`config.mk`:
```
export PLATFORM = sky130hd
export DESIGN_NAME = mc_controller
export DESIGN_NICKNAME = d
export VERILOG_FILES = /design/src/rtl/mc_controller.sv
export SDC_FILE = /design/constraint.sdc
export NUM_CORES = 1
export LEC_CHECK = 0
export CORE_MARGIN = 1
export CORE_UTILIZATION = 47
export CTS_CLUSTER_DIAMETER = 50
export DETAILED_ROUTE_END_ITERATION = 6
export GPL_ROUTABILITY_DRIVEN = 0
export PLACE_DENSITY = 0.78
export SYNTH_ARGS = -nofsm -noshare
export SYNTH_HDL_FRONTEND = slang
export SYNTH_SLANG_ARGS = --single-unit
```
`constraint.sdc`:
```
create_clock -name clk -period 2.2 [get_ports clk]
set_input_delay 0.55 -clock clk [delete_from_list [all_inputs] [get_ports clk]]
set_output_delay 0.55 -clock clk [all_outputs]
set_load 0.01 [all_outputs]
```
`src/rtl/mc_controller.sv`:
```
// Control FSM for the 16-bit multicycle RISC datapath: sequences fetch,
// decode, execute and writeback, and drives every datapath select and strobe.
module mc_controller (
  input  logic       clk,
  input  logic       reset,
  input  logic [3:0] opcode,
  input  logic [1:0] cz_field,
  input  logic       compare,
  output logic [2:0] Mux1_alu_B,
  output logic [2:0] Mux2_alu_A,
  output logic [1:0] Mux3_RF_wen,
  output logic [2:0] Mux4_RF_wadd,
  output logic [1:0] Mux5_RF_read2,
  output logic       Mux6_RF_dataIn,
  output logic [1:0] Mux8_memwrite,
  output logic       Mux9_memDataIn,
  output logic       ALU_op,
  output logic       CZen,
  output logic       memRead,
  output logic       wIR,
  output logic       wtmpA,
  output logic [2:0] counter
);

  localparam int unsigned CNT_W = 3;
  localparam logic [CNT_W-1:0] CNT_LAST = CNT_W'(7);

  // Opcodes (IR[15:12])
  localparam logic [3:0] OP_ADD = 4'b0000;
  localparam logic [3:0] OP_ADI = 4'b0001;
  localparam logic [3:0] OP_NDU = 4'b0010;
  localparam logic [3:0] OP_LHI = 4'b0011;
  localparam logic [3:0] OP_LW  = 4'b0100;
  localparam logic [3:0] OP_SW  = 4'b0101;
  localparam logic [3:0] OP_LM  = 4'b0110;
  localparam logic [3:0] OP_SM  = 4'b0111;
  localparam logic [3:0] OP_JAL = 4'b1000;
  localparam logic [3:0] OP_JLR = 4'b1001;
  localparam logic [3:0] OP_BEQ = 4'b1100;

  // ALU B operand select
  localparam logic [2:0] B_ZERO = 3'd0;
  localparam logic [2:0] B_RB   = 3'd2;
  localparam logic [2:0] B_IMM6 = 3'd3;
  localparam logic [2:0] B_CNT  = 3'd4;
  // ALU A operand select
  localparam logic [2:0] A_ZERO = 3'd0;
  localparam logic [2:0] A_ONE  = 3'd1;
  localparam logic [2:0] A_SHL7 = 3'd2;
  localparam logic [2:0] A_IMM6 = 3'd3;
  localparam logic [2:0] A_IMM9 = 3'd4;
  localparam logic [2:0] A_RA   = 3'd5;
  localparam logic [2:0] A_TMPA = 3'd6;
  // Register-file write enable source
  localparam logic [1:0] WEN_ON  = 2'd1;
  localparam logic [1:0] WEN_CZ  = 2'd2;
  localparam logic [1:0] WEN_BIT = 2'd3;
  // Register-file write address select
  localparam logic [2:0] WA_IR119 = 3'd0;
  localparam logic [2:0] WA_IR53  = 3'd1;
  localparam logic [2:0] WA_CNT   = 3'd2;
  localparam logic [2:0] WA_R7    = 3'd3;
  localparam logic [2:0] WA_IR86  = 3'd4;
  // Register-file second read port select
  localparam logic [1:0] RD_IR86 = 2'd0;
  localparam logic [1:0] RD_CNT  = 2'd1;
  localparam logic [1:0] RD_R7   = 2'd2;
  // Register-file write data select
  localparam logic DIN_MEM = 1'b0;
  localparam logic DIN_T1  = 1'b1;
  // Memory write strobe source
  localparam logic [1:0] MW_ON  = 2'd1;
  localparam logic [1:0] MW_BIT = 2'd2;
  // Memory write data select
  localparam logic MD_A = 1'b0;
  localparam logic MD_B = 1'b1;

  // ADD and NDU get their own execute states, and the register-type
  // writeback is split by cz_field, so every output stays a pure state decode.
  typedef enum logic [4:0] {
    S_RESET, S_IF0, S_IF1, S_IF2, S_DEC,
    S_EX_ADD, S_EX_NDU, S_WB_RU, S_WB_RC,
    S_EX_I, S_WB_I, S_EX_H, S_WB_H,
    S_EA, S_MEM_LW, S_MEM_SW,
    S_EX_B, S_BR1, S_BR2,
    S_J1, S_J2_AL, S_J2_LR, S_J3,
    S_LM_A, S_LM_M, S_SM_A, S_SM_M
  } state_e;

  state_e           state_q, state_d;
  logic [CNT_W-1:0] counter_q, counter_d;

  assign counter = counter_q;

  // State and LM/SM counter registers; reset drops to RESET immediately
  always_ff @(posedge clk or negedge reset) begin
    if (!reset) begin
      state_q   <= S_RESET;
      counter_q <= '0;
    end else begin
      state_q   <= state_d;
      counter_q <= counter_d;
    end
  end

  // Next-state, counter update and Moore output decode
  always_comb begin
    state_d        = state_q;
    counter_d      = counter_q;
    Mux1_alu_B     = B_ZERO;
    Mux2_alu_A     = A_ZERO;
    Mux3_RF_wen    = 2'd0;
    Mux4_RF_wadd   = WA_IR119;
    Mux5_RF_read2  = RD_IR86;
    Mux6_RF_dataIn = DIN_MEM;
    Mux8_memwrite  = 2'd0;
    Mux9_memDataIn = MD_A;
    ALU_op         = 1'b0;
    CZen           = 1'b0;
    memRead        = 1'b0;
    wIR            = 1'b0;
    wtmpA          = 1'b0;

    case (state_q)
      S_RESET: state_d = S_IF0;
      S_IF0: begin
        Mux5_RF_read2 = RD_R7;
        Mux1_alu_B    = B_RB;
        state_d       = S_IF1;
      end
      S_IF1: begin
        memRead       = 1'b1;
        wIR           = 1'b1;
        Mux2_alu_A    = A_ONE;
        Mux1_alu_B    = B_RB;
        Mux5_RF_read2 = RD_R7;
        state_d       = S_IF2;
      end
      S_IF2: begin
        Mux3_RF_wen    = WEN_ON;
        Mux4_RF_wadd   = WA_R7;
        Mux6_RF_dataIn = DIN_T1;
        state_d        = S_DEC;
      end
      S_DEC: begin
        wtmpA     = 1'b1;
        counter_d = '0;
        case (opcode)
          OP_ADD:  state_d = S_EX_ADD;
          OP_NDU:  state_d = S_EX_NDU;
          OP_ADI:  state_d = S_EX_I;
          OP_LHI:  state_d = S_EX_H;
          OP_LW:   state_d = S_EA;
          OP_SW:   state_d = S_EA;
          OP_BEQ:  state_d = S_EX_B;
          OP_JAL:  state_d = S_J1;
          OP_JLR:  state_d = S_J1;
          OP_LM:   state_d = S_LM_A;
          OP_SM:   state_d = S_SM_A;
          default: state_d = S_IF0;
        endcase
      end
      S_EX_ADD, S_EX_NDU: begin
        Mux2_alu_A    = A_RA;
        Mux1_alu_B    = B_RB;
        Mux5_RF_read2 = RD_IR86;
        ALU_op        = (state_q == S_EX_NDU);
        CZen          = 1'b1;
        state_d       = (cz_field == 2'b00) ? S_WB_RU : S_WB_RC;
      end
      S_WB_RU, S_WB_RC: begin
        Mux3_RF_wen    = (state_q == S_WB_RU) ? WEN_ON : WEN_CZ;
        Mux4_RF_wadd   = WA_IR53;
        Mux6_RF_dataIn = DIN_T1;
        state_d        = S_IF0;
      end
      S_EX_I: begin
        Mux2_alu_A = A_RA;
        Mux1_alu_B = B_IMM6;
        CZen       = 1'b1;
        state_d    = S_WB_I;
      end
      S_WB_I: begin
        Mux3_RF_wen    = WEN_ON;
        Mux4_RF_wadd   = WA_IR86;
        Mux6_RF_dataIn = DIN_T1;
        state_d        = S_IF0;
      end
      S_EX_H: begin
        Mux2_alu_A = A_SHL7;
        Mux1_alu_B = B_ZERO;
        state_d    = S_WB_H;
      end
      S_WB_H: begin
        Mux3_RF_wen    = WEN_ON;
        Mux4_RF_wadd   = WA_IR119;
        Mux6_RF_dataIn = DIN_T1;
        state_d        = S_IF0;
      end
      S_EA: begin
        Mux2_alu_A    = A_IMM6;
        Mux1_alu_B    = B_RB;
        Mux5_RF_read2 = RD_IR86;
        state_d       = (opcode == OP_SW) ? S_MEM_SW : S_MEM_LW;
      end
      S_MEM_LW: begin
        memRead        = 1'b1;
        Mux3_RF_wen    = WEN_ON;
        Mux4_RF_wadd   = WA_IR119;
        Mux6_RF_dataIn = DIN_MEM;
        state_d        = S_IF0;
      end
      S_MEM_SW: begin
        Mux8_memwrite  = MW_ON;
        Mux9_memDataIn = MD_A;
        state_d        = S_IF0;
      end
      S_EX_B: begin
        Mux2_alu_A    = A_RA;
        Mux1_alu_B    = B_RB;
        Mux5_RF_read2 = RD_IR86;
        state_d       = compare ? S_BR1 : S_IF0;
      end
      // R7 already holds PC+1 here, so the target is PC+1+imm6
      S_BR1: begin
        Mux2_alu_A    = A_IMM6;
        Mux1_alu_B    = B_RB;
        Mux5_RF_read2 = RD_R7;
        state_d       = S_BR2;
      end
      S_BR2: begin
        Mux3_RF_wen    = WEN_ON;
        Mux4_RF_wadd   = WA_R7;
        Mux6_RF_dataIn = DIN_T1;
        state_d        = S_IF0;
      end
      S_J1: begin
        Mux2_alu_A    = A_ZERO;
        Mux1_alu_B    = B_RB;
        Mux5_RF_read2 = RD_R7;
        state_d       = (opcode == OP_JAL) ? S_J2_AL : S_J2_LR;
      end
      S_J2_AL, S_J2_LR: begin
        Mux3_RF_wen    = WEN_ON;
        Mux4_RF_wadd   = WA_IR119;
        Mux6_RF_dataIn = DIN_T1;
        Mux1_alu_B     = B_RB;
        Mux2_alu_A     = (state_q == S_J2_AL) ? A_IMM9 : A_ZERO;
        Mux5_RF_read2  = (state_q == S_J2_AL) ? RD_R7 : RD_IR86;
        state_d        = S_J3;
      end
      S_J3: begin
        Mux3_RF_wen    = WEN_ON;
        Mux4_RF_wadd   = WA_R7;
        Mux6_RF_dataIn = DIN_T1;
        state_d        = S_IF0;
      end
      S_LM_A, S_SM_A: begin
        Mux2_alu_A = A_TMPA;
        Mux1_alu_B = B_CNT;
        state_d    = (state_q == S_LM_A) ? S_LM_M : S_SM_M;
      end
      // Every register slot is visited; the IR mask only gates the strobe
      S_LM_M: begin
        memRead        = 1'b1;
        Mux3_RF_wen    = WEN_BIT;
        Mux4_RF_wadd   = WA_CNT;
        Mux6_RF_dataIn = DIN_MEM;
        if (counter_q == CNT_LAST) begin
          state_d = S_IF0;
        end else begin
          counter_d = counter_q + CNT_W'(1);
          state_d   = S_LM_A;
        end
      end
      S_SM_M: begin
        Mux8_memwrite  = MW_BIT;
        Mux5_RF_read2  = RD_CNT;
        Mux9_memDataIn = MD_B;
        if (counter_q == CNT_LAST) begin
          state_d = S_IF0;
        end else begin
          counter_d = counter_q + CNT_W'(1);
          state_d   = S_SM_A;
        end
      end
      default: state_d = S_RESET;
    endcase
  end

endmodule

```
==> out/qor.csv <==
stage;metric;value;unit
pwr;total_power;3.069;mW
timing;max_slew.worst_pin.slew;0.4169;ns
pwr;switching_share;0.4835;
logic_synthesis;synth-seq-cells;8;
pwr;internal_power;1.585;mW
timing;rsz0062_at_grt;yes;
clocking;cts_buffers;3;
timing;maxSlewViolCount;0;
worst_setup_path;worst-path-max-fanout;6;
drt;ant_nets;0;
global_routing;grt-ovfl-total;0;
finish;fin_nets;261;
pwr;powerDensity;1509;nW/um2
run_status;violations;setup timing;
logic_synthesis;synth_nets;170;
logic_synthesis;syn_area_per_cell;7.059;um2
run;cap_violations;0;
global_routing;grt_pass1_wl;8162;um
drt;drtIter0Drc;92;
worst_setup_path;worst_setup_path_start_kind;register;
clocking;clk_latency;0.26;ns
logic_synthesis;seq_area_frac_synth;0.1784;
clocking;clkTransAtPathRegs;0.05;ns
logic_synthesis;async_flop_share;1.000;
worst_setup_path;ff2ff_path_depth;8;
pwr;p_switching;1.484;mW
clocking;clockBufferDepth;2;
finish;post-route-util;0.9109;
timing;period_minus_slack;2.257;ns
die;core;2233;um2
worst_setup_path;crit_arrival;1.71;ns
placed_design;preCtsSetupSlack;-0.2685;ns
placed_design;numPortBuffers;33;
drt;vias_per_cell;6.431;
logic_synthesis;netlist_instances;159;
pwr;worst_ir_drop_vdd;1.070;mV
clocking;hold_buffers;0;
worst_setup_path;crit_end;Mux2_alu_A[1];
pwr;p_leak;0.9832;nW
die;start_util;0.5025;
die;ioPinCount;34;
worst_setup_path;worstReg2RegStart;state_q[1]$_DFF_PN0_;
pwr;pwr-share-comb;0.866;
timing;period_share;1.026;
finish;area_growth;81.27;%
finish;antenna_cells_inserted;0;
drt;wl_per_cell;19.95;um
logic_synthesis;ys_warn_count;0;
min_path;hold_class;register to register;
drt;drt_wl_total;5505;um
finish;fin_area;2034;um2
clocking;cts_root_buf;clkbuf_4;
finish;drive_above_1_share;0.5081;
run_status;status;finished with violations;
worst_setup_path;r2r_setup_slack;0.25;ns
drt;num_vias;1775;
logic_synthesis;synth_edf_count;0;
die;die_y;50.87;um
min_path;hold_path_startpoint;counter[2]$_DFFE_PN0P_;
finish;finalNonFillerCells;276;
clocking;cts_tree;yes;
timing;setup_slack;-0.05665;ns
worst_setup_path;reg2reg_to;state_q[3]$_DFF_PN0_;
pwr;clockPowerShare;0.037;
logic_synthesis;synth.cell_area;1122;um2
clocking;htree_levels;1;
drt;route.detailed.drc;0;
die;row_count;17;
global_routing;grt_pass1_vias;1765;
timing;whs;0.5379;ns
worst_setup_path;worstSetupStartpoint;state_q[2]$_DFF_PN0_;
logic_synthesis;synth_ff_type;dfrtp_1;
logic_synthesis;yosys.cell_types.count;51;
worst_setup_path;worstSetupEndpointType;output port;
drt;firstDrtPassIters;5;
global_routing;grt_usage;0.4272;
global_routing;antenna_found_initial;0;
global_routing;grt_max_degree;11;
placed_design;post-place-cells;255;
timing;fmax;0.4431;GHz
timing;finalHoldViolCount;0;
timing;setup-violations-final;2;
clocking;cts_sinks;8;
timing;skew;0.004287;ns
die;dieArea;2587;um2
worst_setup_path;crit_type;register to output port;
pwr;pwr-share-seq;0.097;
worst_setup_path;required;1.65;ns
timing;slew_headroom;0.7197;
placed_design;hpwlAfterDp;3279;um
die;fp.dieW;50.87;um
timing;fin_tns_setup;-0.07369;ns
placed_design;place_area;1772;um2
layer usage:
| layer | GRT usage | part of all wire |
|---|---|---|
| met5 | 0 | 0 |
| met4 | 0.2685 | 0.073 |
| met3 | 0.1339 | 0.099 |
| met2 | 0.7089 | 0.47 |
| met1 | 0.4709 | 0.36 |
layout make-up:
type                            instances  area, um2
Clock buffer                            3      22.52
Fill cell                              92      198.9
Inverter                                7      26.28
Multi-Input combinational cell        127      932.1
Sequential cell                         8      206.4
Tap cell                               28      35.03
Timing Repair Buffer                  103      812.0
cells in the final DEF, fill, tap and decap left out, types with 5 or more instances in the layout:
master / instances
buf_4: 66
a21oi_1: 14
nor2_1: 13
clkdlybuf4s50_1: 11
buf_2: 11
nand2_1: 9
o21ai_0: 6
dlygate4sd2_1: 5
dfrtp_2: 5
critical path, cell delays in order, from the launching register on:
cell and delay, ns:
dfrtp_2 0.44, buf_4 0.17, or2b_1 0.28, a211oi_2 0.25, a21oi_1 0.08, nor2_1 0.09
buf_2 0.13
power groups by stage:
stage	clock (mW)	sequential, mW	combinational (mW)
6_report	0.114	0.297	2.66
5_1_grt	0.128	0.294	2.78
4_1_cts	0.116	0.283	2.27
3_5_place_dp	0	0.326	2.04
3_3_place_gp	0	0.320	1.98
2_1_floorplan	0	0.225	1.09
worst min-delay path by stage:
| stage | endpoint | cells past startpoint | slack, ns |
|---|---|---|---|
| final | counter[2]$_DFFE_PN0P_ | 1 | 0.54 |
| after CTS | counter[1]$_DFFE_PN0P_ | 1 | 0.54 |
| after floorplan | counter[0]$_DFFE_PN0P_ | 0 | 0.25 |
| after detailed placement | counter[1]$_DFFE_PN0P_ | 1 | 0.52 |
| after global placement | counter[2]$_DFFE_PN0P_ | 1 | 0.51 |
| after global routing | counter[2]$_DFFE_PN0P_ | 1 | 0.55 |
synth_stat cells (2+ instances only):
cell,number,area share
nor3_1,5,0.022
or2_1,2,0.011
ha_1,2,0.022
dfrtp_1,8,0.18
o22ai_1,4,0.022
buf_2,10,0.045
buf_4,4,0.027
o31ai_1,2,0.013
a211oi_1,3,0.020
nor2_1,17,0.057
o32ai_1,2,0.016
nor3b_1,2,0.013
inv_2,2,0.0067
buf_6,2,0.020
a21o_1,2,0.013
and3_1,3,0.017
nand2_1,12,0.040
nor2b_1,5,0.028
nand3_1,3,0.013
a22oi_1,2,0.013
a21oi_1,15,0.067
xor2_1,2,0.016
o211ai_1,2,0.013
inv_1,5,0.017
o21ai_0,7,0.031
nand2b_1,6,0.033
a31oi_1,4,0.022
o21ai_1,2,0.0089
a22o_1,2,0.016
registers in the layout, indices dropped and copies added (netlist names):
register,cells
counter,3
state_q,5
timing repair:
action | in CTS | in global routing
pin swaps | 4 | 12
endpoints found under the setup margin | 22 | 17
resized for setup | 79 | 31
buffers inserted | 12 | 8
cells by family (layout without fill, tap and decap cells):
family | Yosys count | in the layout | share of synthesized area
AND/OR/NAND/NOR | 64 | 64 | 0.3099
XOR/XNOR | 2 | 2 | 0.01561
adder cells (fa/ha/maj) | 2 | 2 | 0.02229
buffers and inverters | 24 | 113 | 0.1182
AO/OA/AOI/OAI | 57 | 57 | 0.3367
multiplexers | 2 | 2 | 0.01895
flip-flops | 8 | 8 | 0.1784
No activity file was read; power rests on OpenSTA's default activity.
